[config.mk]
export PLATFORM = sky130hd
export DESIGN_NAME = tx_symbol_sched_flat
export DESIGN_NICKNAME = d
export VERILOG_FILES = /design/src/rtl/tx_symbol_sched_if.sv /design/src/rtl/tx_symbol_sched.sv /design/src/flat_wrapper.sv
export SDC_FILE = /design/constraint.sdc
export NUM_CORES = 1
export LEC_CHECK = 0
export ABC_AREA = 1
export CORE_MARGIN = 5
export CORE_UTILIZATION = 33
export DETAILED_ROUTE_END_ITERATION = 7
export GPL_TIMING_DRIVEN = 0
export PLACE_DENSITY = 0.65
export SYNTH_ARGS = -nofsm -noshare
export SYNTH_HDL_FRONTEND = slang
export SYNTH_SLANG_ARGS = --single-unit
[constraint.sdc]
create_clock -name clk -period 4.6 [get_ports clk]
set_input_delay 0.92 -clock clk [delete_from_list [all_inputs] [get_ports clk]]
set_output_delay 0.92 -clock clk [all_outputs]
set_load 0.03 [all_outputs]
[src/rtl/tx_symbol_sched_if.sv]
// Scheduler port bundle: upstream packet stream, control levels and encoder-side outputs.
// master drives the stream and control inputs; slave is the scheduler itself.
interface tx_symbol_sched_if;
  logic        tx_en;
  logic        train_req;
  logic [7:0]  s_data;
  logic        s_datak;
  logic        s_valid;
  logic        s_last;
  logic        s_ready;
  logic [7:0]  txdata;
  logic        txdatak;
  logic        enc_en_n;
  logic [1:0]  sched_state;
  logic [15:0] ts_cnt;

  modport master (
    output tx_en, train_req, s_data, s_datak, s_valid, s_last,
    input  s_ready, txdata, txdatak, enc_en_n, sched_state, ts_cnt
  );

  modport slave (
    input  tx_en, train_req, s_data, s_datak, s_valid, s_last,
    output s_ready, txdata, txdatak, enc_en_n, sched_state, ts_cnt
  );
endinterface

[src/rtl/tx_symbol_sched.sv]
// Shares the 8b/10b encoder input between packets, SKP ordered sets and training sets; one
// registered symbol per clock, 1-cycle latency; s_ready drops while SKP/training owns the encoder.
module tx_symbol_sched #(
  parameter int unsigned SKP_INTERVAL = 1180,
  parameter int unsigned SKP_COUNT    = 3,
  parameter int unsigned TS_LEN       = 16
) (
  input  logic             clk,
  input  logic             reset,
  tx_symbol_sched_if.slave bus
);

  typedef enum logic [1:0] {
    ST_IDLE  = 2'd0,
    ST_DATA  = 2'd1,
    ST_SKP   = 2'd2,
    ST_TRAIN = 2'd3
  } state_e;

  localparam int unsigned   TW         = $clog2(SKP_INTERVAL);
  localparam logic [TW-1:0] TIMER_LAST = TW'(SKP_INTERVAL - 1);
  localparam logic [5:0]    SKP_LAST   = 6'(SKP_COUNT - 1);
  localparam logic [5:0]    TS_LAST    = 6'(TS_LEN - 2);

  localparam logic [7:0] SYM_IDLE = 8'h00;
  localparam logic [7:0] SYM_COM  = 8'hBC;
  localparam logic [7:0] SYM_SKP  = 8'h1C;
  localparam logic [7:0] SYM_PAD  = 8'hF7;
  localparam logic [7:0] SYM_TS   = 8'h4A;

  // ctl_q is the controller state; it is already IDLE while the last symbol of a
  // sequence is on txdata, so the next sequence can be chosen with no gap.
  // sched_q labels the symbol currently on txdata.
  state_e        ctl_q, ctl_d;
  state_e        sched_q, sched_d;
  logic [5:0]    cnt_q, cnt_d;
  logic [TW-1:0] timer_q, timer_d;
  logic          pending_q, pending_d;
  logic [7:0]    txdata_q, txdata_d;
  logic          txdatak_q, txdatak_d;
  logic          enc_en_n_q, enc_en_n_d;
  logic [15:0]   ts_cnt_q, ts_cnt_d;
  logic          s_ready;
  logic          beat;
  logic          pending_clr;

  always_comb begin
    s_ready = 1'b0;
    if (bus.tx_en && !reset) begin
      case (ctl_q)
        ST_IDLE: s_ready = !pending_q && !bus.train_req;
        ST_DATA: s_ready = 1'b1;
        default: s_ready = 1'b0;
      endcase
    end
  end

  assign beat = bus.s_valid && s_ready;

  always_comb begin
    ctl_d       = ctl_q;
    sched_d     = sched_q;
    cnt_d       = cnt_q;
    timer_d     = timer_q;
    pending_d   = pending_q;
    txdata_d    = SYM_IDLE;
    txdatak_d   = 1'b0;
    enc_en_n_d  = !bus.tx_en;
    ts_cnt_d    = ts_cnt_q;
    pending_clr = 1'b0;

    if (!bus.tx_en) begin
      ctl_d     = ST_IDLE;
      sched_d   = ST_IDLE;
      cnt_d     = '0;
      timer_d   = '0;
      pending_d = 1'b0;
    end else begin
      case (ctl_q)
        ST_IDLE: begin
          cnt_d = '0;
          if (pending_q) begin
            txdata_d    = SYM_COM;
            txdatak_d   = 1'b1;
            ctl_d       = ST_SKP;
            sched_d     = ST_SKP;
            pending_clr = 1'b1;
          end else if (bus.train_req) begin
            txdata_d  = SYM_COM;
            txdatak_d = 1'b1;
            ctl_d     = ST_TRAIN;
            sched_d   = ST_TRAIN;
          end else if (beat) begin
            txdata_d  = bus.s_data;
            txdatak_d = bus.s_datak;
            sched_d   = ST_DATA;
            ctl_d     = bus.s_last ? ST_IDLE : ST_DATA;
          end else begin
            sched_d = ST_IDLE;
          end
        end
        ST_DATA: begin
          sched_d = ST_DATA;
          if (beat) begin
            txdata_d  = bus.s_data;
            txdatak_d = bus.s_datak;
            if (bus.s_last) ctl_d = ST_IDLE;
          end else begin
            txdata_d  = SYM_PAD;
            txdatak_d = 1'b1;
          end
        end
        ST_SKP: begin
          txdata_d  = SYM_SKP;
          txdatak_d = 1'b1;
          sched_d   = ST_SKP;
          cnt_d     = cnt_q + 6'd1;
          if (cnt_q == SKP_LAST) ctl_d = ST_IDLE;
        end
        ST_TRAIN: begin
          txdata_d = SYM_TS;
          sched_d  = ST_TRAIN;
          cnt_d    = cnt_q + 6'd1;
          if (cnt_q == TS_LAST) begin
            ctl_d = ST_IDLE;
            if (ts_cnt_q != 16'hFFFF) ts_cnt_d = ts_cnt_q + 16'd1;
          end
        end
      endcase

      // A fresh expiry wins over the clear so a request is never lost.
      if (timer_q == TIMER_LAST) begin
        timer_d   = '0;
        pending_d = 1'b1;
      end else begin
        timer_d   = timer_q + TW'(1);
        pending_d = pending_q && !pending_clr;
      end
    end
  end

  always_ff @(posedge clk or posedge reset) begin
    if (reset) begin
      ctl_q      <= ST_IDLE;
      sched_q    <= ST_IDLE;
      cnt_q      <= '0;
      timer_q    <= '0;
      pending_q  <= 1'b0;
      txdata_q   <= SYM_IDLE;
      txdatak_q  <= 1'b0;
      enc_en_n_q <= 1'b1;
      ts_cnt_q   <= '0;
    end else begin
      ctl_q      <= ctl_d;
      sched_q    <= sched_d;
      cnt_q      <= cnt_d;
      timer_q    <= timer_d;
      pending_q  <= pending_d;
      txdata_q   <= txdata_d;
      txdatak_q  <= txdatak_d;
      enc_en_n_q <= enc_en_n_d;
      ts_cnt_q   <= ts_cnt_d;
    end
  end

  assign bus.s_ready     = s_ready;
  assign bus.txdata      = txdata_q;
  assign bus.txdatak     = txdatak_q;
  assign bus.enc_en_n    = enc_en_n_q;
  assign bus.sched_state = sched_q;
  assign bus.ts_cnt      = ts_cnt_q;

endmodule

[src/flat_wrapper.sv]
// flat-port wrapper written by rule: the top's interface ports become plain ports
module tx_symbol_sched_flat 
#(
  parameter int unsigned SKP_INTERVAL = 1180,
  parameter int unsigned SKP_COUNT    = 3,
  parameter int unsigned TS_LEN       = 16
)
  (clk, reset, bus_tx_en, bus_train_req, bus_s_data, bus_s_datak, bus_s_valid, bus_s_last, bus_s_ready, bus_txdata, bus_txdatak, bus_enc_en_n, bus_sched_state, bus_ts_cnt);
  tx_symbol_sched_if bus_i ();
  input  logic clk;
  input  logic reset;
  input wire logic [$bits(bus_i.tx_en)-1:0] bus_tx_en;
  input wire logic [$bits(bus_i.train_req)-1:0] bus_train_req;
  input wire logic [$bits(bus_i.s_data)-1:0] bus_s_data;
  input wire logic [$bits(bus_i.s_datak)-1:0] bus_s_datak;
  input wire logic [$bits(bus_i.s_valid)-1:0] bus_s_valid;
  input wire logic [$bits(bus_i.s_last)-1:0] bus_s_last;
  output wire logic [$bits(bus_i.s_ready)-1:0] bus_s_ready;
  output wire logic [$bits(bus_i.txdata)-1:0] bus_txdata;
  output wire logic [$bits(bus_i.txdatak)-1:0] bus_txdatak;
  output wire logic [$bits(bus_i.enc_en_n)-1:0] bus_enc_en_n;
  output wire logic [$bits(bus_i.sched_state)-1:0] bus_sched_state;
  output wire logic [$bits(bus_i.ts_cnt)-1:0] bus_ts_cnt;
  assign bus_i.tx_en = bus_tx_en;
  assign bus_i.train_req = bus_train_req;
  assign bus_i.s_data = bus_s_data;
  assign bus_i.s_datak = bus_s_datak;
  assign bus_i.s_valid = bus_s_valid;
  assign bus_i.s_last = bus_s_last;
  assign bus_s_ready = bus_i.s_ready;
  assign bus_txdata = bus_i.txdata;
  assign bus_txdatak = bus_i.txdatak;
  assign bus_enc_en_n = bus_i.enc_en_n;
  assign bus_sched_state = bus_i.sched_state;
  assign bus_ts_cnt = bus_i.ts_cnt;
  tx_symbol_sched #(.SKP_INTERVAL(SKP_INTERVAL), .SKP_COUNT(SKP_COUNT), .TS_LEN(TS_LEN)) u_core (.clk(clk), .reset(reset), .bus(bus_i));
endmodule
# After elaboration in Yosys (flattened, before gate mapping)
# Index checks and enable logic that the tools add are counted.
[totals] regBits=48 in_bits=15 out_inout_bits=29 elab_cells=76
[classes] n_addsub=3 eq_ne=13 mux=38 n_reduce_logical=13
[ops] cell="8-bit 2-to-1 mux" count=5
[ops] cell="8-bit one-hot mux with 4 select lines" count=1
[ops] cell="11-bit 2-to-1 mux" count=2
[ops] cell="2-bit 2-to-1 mux" count=11
[ops] cell="16-bit by 1-bit adder with 16-bit output, second input constant" count=1
[ops] cell="16-bit != test, second input constant" count=1
[ops] cell="2-bit one-hot mux with 4 select lines" count=2
[ops] cell="1-bit 2-to-1 mux" count=13
[ops] cell="3-bit by 2-bit != test with 1-bit output, second input constant" count=4
[ops] cell="6-bit one-hot mux with 2 select lines" count=1
[ops] cell="11-bit by 1-bit adder with 11-bit output, second input constant" count=1
[ops] cell="11-bit equality test, second input constant" count=1
[ops] cell="6-bit by 1-bit adder with 6-bit output, second input constant" count=1
[ops] cell="6-bit by 2-bit equality test with 1-bit output, second input constant" count=1
[ops] cell="6-bit by 4-bit equality test with 1-bit output, second input constant" count=1
[ops] cell="6-bit 2-to-1 mux" count=1
[ops] cell="1-bit logical NOT" count=5
[ops] cell="5-bit by 3-bit != test with 1-bit output, second input constant" count=1
[ops] cell="5-bit AND reduction" count=1
[ops] cell="2-bit equality test, second input constant" count=2
[ops] cell="1-bit logical AND" count=4
[ops] cell="4-bit AND reduction" count=1
[ops] cell="3-bit != test, second input constant" count=1
[ops] cell="1-bit one-hot mux with 3 select lines" count=1
[ops] cell="4 further kinds" count=4

# Longest topological paths before layout
# Gate-level depths: netlist (run 1).
[logic_depth] depth_word=10 ltp_mapped=11

# Worst setup path before layout (run 1)
# No wires, ideal clock.
[synth_timing] kind="in2out" from="in bus_tx_en" to="out bus_s_ready" arrival_time_ns=1.504 path_slack_ns=2.176 stages=3 cell_sequence="nand2_1 nor2_2 and2_1"
[synth_between] elab_chain_cells=2
[synth_lines] element="start, declared" line="flat_wrapper.sv:12" rtl="input wire logic [$bits(bus_i.tx_en)-1:0] bus_tx_en;"
[synth_lines] element="1-bit logical AND" line="tx_symbol_sched.sv:49" rtl="if (bus.tx_en && !reset) begin"
[synth_lines] element="1-bit 2-to-1 mux" line="tx_symbol_sched.sv:49"
[synth_lines] element="end, declared" line="flat_wrapper.sv:18" rtl="output wire logic [$bits(bus_i.s_ready)-1:0] bus_s_ready;"
# No other way between the ends.

# Worst setup path in the final report (run 1)
# Same ends and word-level chain as after synthesis.

==> results.toml, run 1 <==
[yosys]
yosys.cell_types.count = 33
synth_edf_count = 0
synth_cells = 314
yosysWarningCount = 0
synth_top_flop_cell = "dfrtp_1"
synth_sequential_area_ratio = 0.467
synth.net_count = 333
synth_top_area_cell = "dfrtp_1"
netlist_area_um2 = 2580
async_reset_ff_frac = 1.00
synth-seq-cells = 48
synth.area.top_cells = "dfrtp_1 46%, nand2_1 12%, nor2_1 5.5%"
synth_top_area_share = 0.456
syn-mean-instance-area_um2 = 8.21

[setup_path]
slowest_delay_ns = 0.71
cp-start-kind = "input port"
family_with_the_most_delay_on_the_worst_path = "buffers and inverters"
crit_path_frequent_cell = "clkdlybuf4s50_1"
crit_path_dat_ns = 2.81
cp-end-kind = "primary output"
ff2ff_setup_slack_ns = 2.97
cp.required_ns = 3.68
path_class = "in -> out"
timing.critical_path.fanout_max = 6
cp_cell_sequence = "clkdlybuf4s50_1, nand2_1, nor2_2, and2_1, clkdlybuf4s50_1"
cpMaxStageDelayCell = "clkdlybuf4s50_1"
critPathBufInv = 2

[final_layout]
num_antenna_cells = 0
nFillCells = 765
area_delta_synth_final_pct = 27.6
most_frequent_cells_in_the_layout = "81 x nand2_1, 47 x dfrtp_1, 43 x clkdlybuf4s50_1"
sequential_cell_area_um2 = 1200
final_net_count = 384
mostFrequentLayoutCell = "nand2_1"
utilization = 0.430
layout-drive-gt1-share = 0.0984
multiInputGateArea_um2 = 1210

[global_route]
grt_util_all_layers = 0.124
grtUsageMet3 = 0.0257
globalRouteMet1Util = 0.176
met2_routing_resource_usage_after_global_routing = 0.190
grt_pass1_vias = 2117
first_pass_grt_wire_length_mm = 9.92
antenna_found_initial = 0
grt-busiest-layer = "met2"
largest_net_degree_at_the_start_of_global_routing = 31
global_route.overflow_total = 0

[sta]
slew_viol_final = 0
timing.fmax_ghz = 0.268
final.setup.tns_ns = 0
period_minus_slack_ns = 3.73
min_period_over_period = 0.811
final_hold_viol_count = 0
setup_failing_eps_final = 0
maxSlewHeadroom = 0.706
timing.clock.skew_ns = 0.0109
grt_setup_unrepaired = "no"
tightest_slew_ns = 0.440

[die]
die_height_um = 98.4
die_width_um = 98.4
initial_utilization = 0.337
core_footprint_um2 = 7650
boundaryPins = 44
die-area_um2 = 9680
fp-row-count = 32

[power]
power_report.internal_total_mw = 0.761
seqPwrFrac = 0.445
design_power_total_mw = 1.06
ir_drop_mv = 0.183
power.share.combinational = 0.223
p_per_area_nw_per_um2 = 324
switch_pwr_mw = 0.304
p_clk_frac = 0.333
p_sw_frac = 0.286
p_leak_nw = 1.48

[clock_network]
numCtsBuffers = 5
htree_num_levels = 2
cts_resized = 0
clock_path_buffers = 2
post-cts-setup-buffer-count = 0
tritoncts_clock_tree = "done"
worst_skew_pair.late_latency_ns = 0.30
cts_hold_buffers = 0
cts_num_sinks = 48
clock_pin_slew_on_the_worst_setup_and_hold_paths_ns = 0.08
root_buffer = "clkbuf_8"

[place]
finalWeightedCongestion = 0.802
dp_hpwl_mm = 4.47
port_buffer_count = 43

[route]
detailroute.via_count = 2200
vias_per_cell = 4.70
final_antenna_net_count = 0
wl_per_cell_um = 12.5
drtPass1Iterations = 4
drt_iter0_drc = 69
drc_errors = 0
routed_wl_mm = 5.85

[flow_run]
max-cap-violations = 0

[min_path]
holdCritPathClass = "reg -> reg"

[outcome]
run_status = "finished clean"
[cells by family after synthesis]
group / after synthesis / share of synthesized area
AND/OR/NAND/NOR: 171 / 0.299
flip-flops: 48 / 0.467
AO/OA/AOI/OAI: 37 / 0.0840
buffers and inverters: 34 / 0.0636
XOR/XNOR: 20 / 0.0680
adder cells (fa/ha/maj): 4 / 0.0194
[Yosys cell counts, types with 2 or more instances]
cell type and n:
nand3_2 3, o21ai_0 12, a21oi_1 13, nor2_2 3
dfrtp_1 47, a31o_2 2, xnor2_1 9, nand3_1 22
inv_1 27, o21ai_2 5, nand2_2 3, buf_2 2
nand2_1 81, xor2_1 11, nand4_1 6, o21ai_1 2
nor3_1 9, o22ai_1 2, ha_1 4, nor2_1 38
[power groups by stage]
stage	Combinational (mW)	Clock [mW]	Sequential [mW]
finish	0.237	0.354	0.473
global route	0.259	0.378	0.478
floorplan	0.102	0	0.522
global placement	0.233	0	0.481
detailed placement	0.238	0	0.481
CTS	0.239	0.365	0.473
[flip-flops by register name, indices dropped and copies added (netlist names)]
signal,flops
u_core.bus.sched_state,2
u_core.timer_q,11
u_core.bus.txdatak,1
u_core.ctl_q,2
u_core.cnt_q,6
u_core.pending_q,1
u_core.bus.enc_en_n,1
u_core.bus.ts_cnt,16
u_core.bus.txdata,8
[metrics by stage]
stage | worst slack [ns] | cells | cell area, µm² | hold slack, ns
5_1_grt | 0.775 | 468 | 3290 | 0.572
4_1_cts | 0.856 | 468 | 3290 | 0.552
2_1_floorplan | 2.18 | 314 | 2580 | 0.475
3_3_place_gp | 0.890 | 459 | 3140 | 0.527
3_5_place_dp | 0.866 | 460 | 3160 | 0.536
6_report | 0.868 | 468 | 3290 | 0.549
[area by class of cell]
| cell class | count | share of cell area |
|---|---|---|
| buffer | 5 | 0.0148 |
| clock buffer | 6 | 0.0221 |
| clock inverter | 2 | 0.0183 |
| inverter | 29 | 0.0350 |
| multi-input combinational | 232 | 0.368 |
| sequential | 48 | 0.366 |
| tap | 102 | 0.0388 |
| timing repair buffer | 44 | 0.137 |
[path summary, 6_finish.rpt]
path / from / endpoint / cells past startpoint
max: bus_tx_en / bus_s_ready / 5
min: u_core.timer_q[0]$_DFF_PP0_ / u_core.timer_q[0]$_DFF_PP0_ / 1
max reg2reg: u_core.bus.ts_cnt[0]$_DFFE_PP0P_ / u_core.bus.ts_cnt[4]$_DFFE_PP0P_ / 9
min reg2reg: u_core.timer_q[0]$_DFF_PP0_ / u_core.timer_q[0]$_DFF_PP0_ / 1
max in group asynchronous: reset / u_core.bus.ts_cnt[0]$_DFFE_PP0P_ / 3
min in group asynchronous: reset / u_core.bus.sched_state[0]$_DFF_PP0_ / 2
[layer usage]
| metal | vias up | wire, µm |
|---|---|---|
| met1 | 1002 | 2820 |
| met5 | - | 0 |
| met4 | 0 | 67 |
| met3 | 5 | 384 |
| met2 | 75 | 2580 |
| li1 | 1118 | - |
(Power assumes the default switching activity.)
==> inputs of run 2 (changes only) <==
--- a/config.mk
+++ b/config.mk
@@ -10,7 +10,7 @@
 export CORE_UTILIZATION = 33
 export DETAILED_ROUTE_END_ITERATION = 7
 export GPL_TIMING_DRIVEN = 0
-export PLACE_DENSITY = 0.65
+export PLACE_DENSITY = 0.67
 export SYNTH_ARGS = -nofsm -noshare
 export SYNTH_HDL_FRONTEND = slang
 export SYNTH_SLANG_ARGS = --single-unit
==> constraint.sdc (replaced) <==
create_clock -name clk -period 3.3 [get_ports clk]
set_input_delay 0.66 -clock clk [delete_from_list [all_inputs] [get_ports clk]]
set_output_delay 0.66 -clock clk [all_outputs]
set_load 0.03 [all_outputs]
==> results.toml, run 2 (synthesis results as in run 1) <==
[global_route]
grt_pass1_vias = 2198
first_pass_grt_wire_length_mm = 10.5
grt_util_all_layers = 0.131
global_route.overflow_total = 0
antenna_found_initial = 0
largest_net_degree_at_the_start_of_global_routing = 34

[sta]
min_period_over_period = 0.855
maxSlewHeadroom = 0.747
slew_viol_final = 0
period_minus_slack_ns = 2.82
grt_setup_unrepaired = "no"
timing.clock.skew_ns = 0.00462
timing.fmax_ghz = 0.355
final.setup.tns_ns = 0
worst_hold_slack_ns = 0.540
setup_failing_eps_final = 0
tightest_slew_ns = 0.379
final_hold_viol_count = 0

[clock_network]
clock_pin_slew_on_the_worst_setup_and_hold_paths_ns = 0.08
post-cts-setup-buffer-count = 0
tritoncts_clock_tree = "done"
cts_num_sinks = 48
clock_path_buffers = 2
cts_resized = 0
htree_num_levels = 2
numCtsBuffers = 5
worst_skew_pair.late_latency_ns = 0.30
root_buffer = "clkbuf_8"
cts_hold_buffers = 0

[final_layout]
mostFrequentLayoutCell = "nand2_1"
largest_reg_flops = 16
final_net_count = 384
layout-drive-gt1-share = 0.0956
num_antenna_cells = 0
area_delta_synth_final_pct = 26.0
finalNonFillerCells = 468
most_frequent_cells_in_the_layout = "81 x nand2_1, 47 x dfrtp_1, 42 x clkdlybuf4s50_1"
nFillCells = 754

[die]
fp-row-count = 32
initial_utilization = 0.337
die-area_um2 = 9680
die_width_um = 98.4
boundaryPins = 44
core_footprint_um2 = 7650
die_height_um = 98.4

[route]
wl_per_cell_um = 12.7
detailroute.via_count = 2227
vias_per_cell = 4.76
drc_errors = 0
drt_iter0_drc = 103
final_antenna_net_count = 0
drtPass1Iterations = 4
routed_wl_mm = 5.94

[place]
port_buffer_count = 43
place_inst = 460
finalWeightedCongestion = 0.844
dp_hpwl_mm = 4.48

[setup_path]
timing.critical_path.fanout_max = 6
crit_path_dat_ns = 2.16
path_class = "in -> out"
cp-end-kind = "primary output"
ff2ff_setup_slack_ns = 1.66
cp.required_ns = 2.64
cp-start-kind = "input port"

[power]
ir_drop_mv = 0.197
p_per_area_nw_per_um2 = 417
p_leak_nw = 1.48

[outcome]
run_status = "finished clean"

[flow_run]
max-cap-violations = 0

[min_path]
holdCritPathClass = "reg -> reg"
-- run 2: cell types whose count changed in the layout (fill, tap and decap cells not counted), sizes merged --
cell,delta
bufinv,-2
clkbuf,+2
clkdlybuf4s50,-1
dlymetal6s2s,+1
-- run 2: layout make-up --
class | count | area (µm²) | area share
Timing Repair Buffer | 44 | 453 | 0.139
Buffer | 5 | 48.8 | 0.0150
Inverter | 29 | 115 | 0.0354
Sequential cell | 48 | 1200 | 0.370
Multi-Input combinational cell | 232 | 1210 | 0.373
Clock buffer | 8 | 90.1 | 0.0277
Tap cell | 102 | 128 | 0.0393
-- run 2: worst paths after layout --
kind,start,endpoint,cells past startpoint
worst max-delay path,bus_tx_en,bus_s_ready,5
worst min-delay path,u_core.timer_q[0]$_DFF_PP0_,u_core.timer_q[0]$_DFF_PP0_,1
worst max register to register,u_core.bus.ts_cnt[1]$_DFFE_PP0P_,u_core.bus.ts_cnt[9]$_DFFE_PP0P_,9
worst min register to register,u_core.timer_q[0]$_DFF_PP0_,u_core.timer_q[0]$_DFF_PP0_,1
max in group asynchronous,reset,u_core.bus.ts_cnt[5]$_DFFE_PP0P_,3
min in group asynchronous,reset,u_core.bus.txdata[0]$_DFF_PP0_,2
-- run 2: worst max-delay path, stage by stage --
cell,delay [ns]
clkdlybuf4s50_1,0.63
nand2_1,0.17
nor2_2,0.18
and2_1,0.21
dlymetal6s2s_1,0.31
-- run 2: where the power goes --
part / switching, mW / leakage, nW / internal [mW]
Sequential: 0.0274 / 0.629 / 0.632
Combinational: 0.209 / 0.800 / 0.125
Clock: 0.189 / 0.0455 / 0.171
Total: 0.426 / 1.48 / 0.928
-- run 2: layer usage --
metal | GRT usage | vias up | share of wire
met4 | 0.0399 | 0 | 0.016
met2 | 0.196 | 68 | 0.44
met5 | 0 | - | 0
li1 | - | 1117 | -
met1 | 0.190 | 1035 | 0.48
met3 | 0.0271 | 7 | 0.063
-- run 2: stage by stage --
stage | area, µm² | total power [mW] | setup WS (ns) | utilization
after floorplan | 2580 | 0.870 | 1.40 | -
after global placement | 3140 | 0.996 | 0.123 | 0.410
after detailed placement | 3160 | 1.00 | 0.103 | 0.413
after CTS | 3250 | 1.37 | 0.0939 | 0.424
after global routing | 3250 | 1.43 | 0.356 | 0.425
final | 3250 | 1.35 | 0.479 | 0.425
==> inputs of run 3 (changes only) <==
--- a/config.mk
+++ b/config.mk
@@ -11,6 +11,7 @@
 export DETAILED_ROUTE_END_ITERATION = 7
 export GPL_TIMING_DRIVEN = 0
 export PLACE_DENSITY = 0.67
+export SLEW_MARGIN = 20
 export SYNTH_ARGS = -nofsm -noshare
 export SYNTH_HDL_FRONTEND = slang
 export SYNTH_SLANG_ARGS = --single-unit
==> results of run 3 <==
The final DEF is identical to that of run 2; final timing and power are the same.
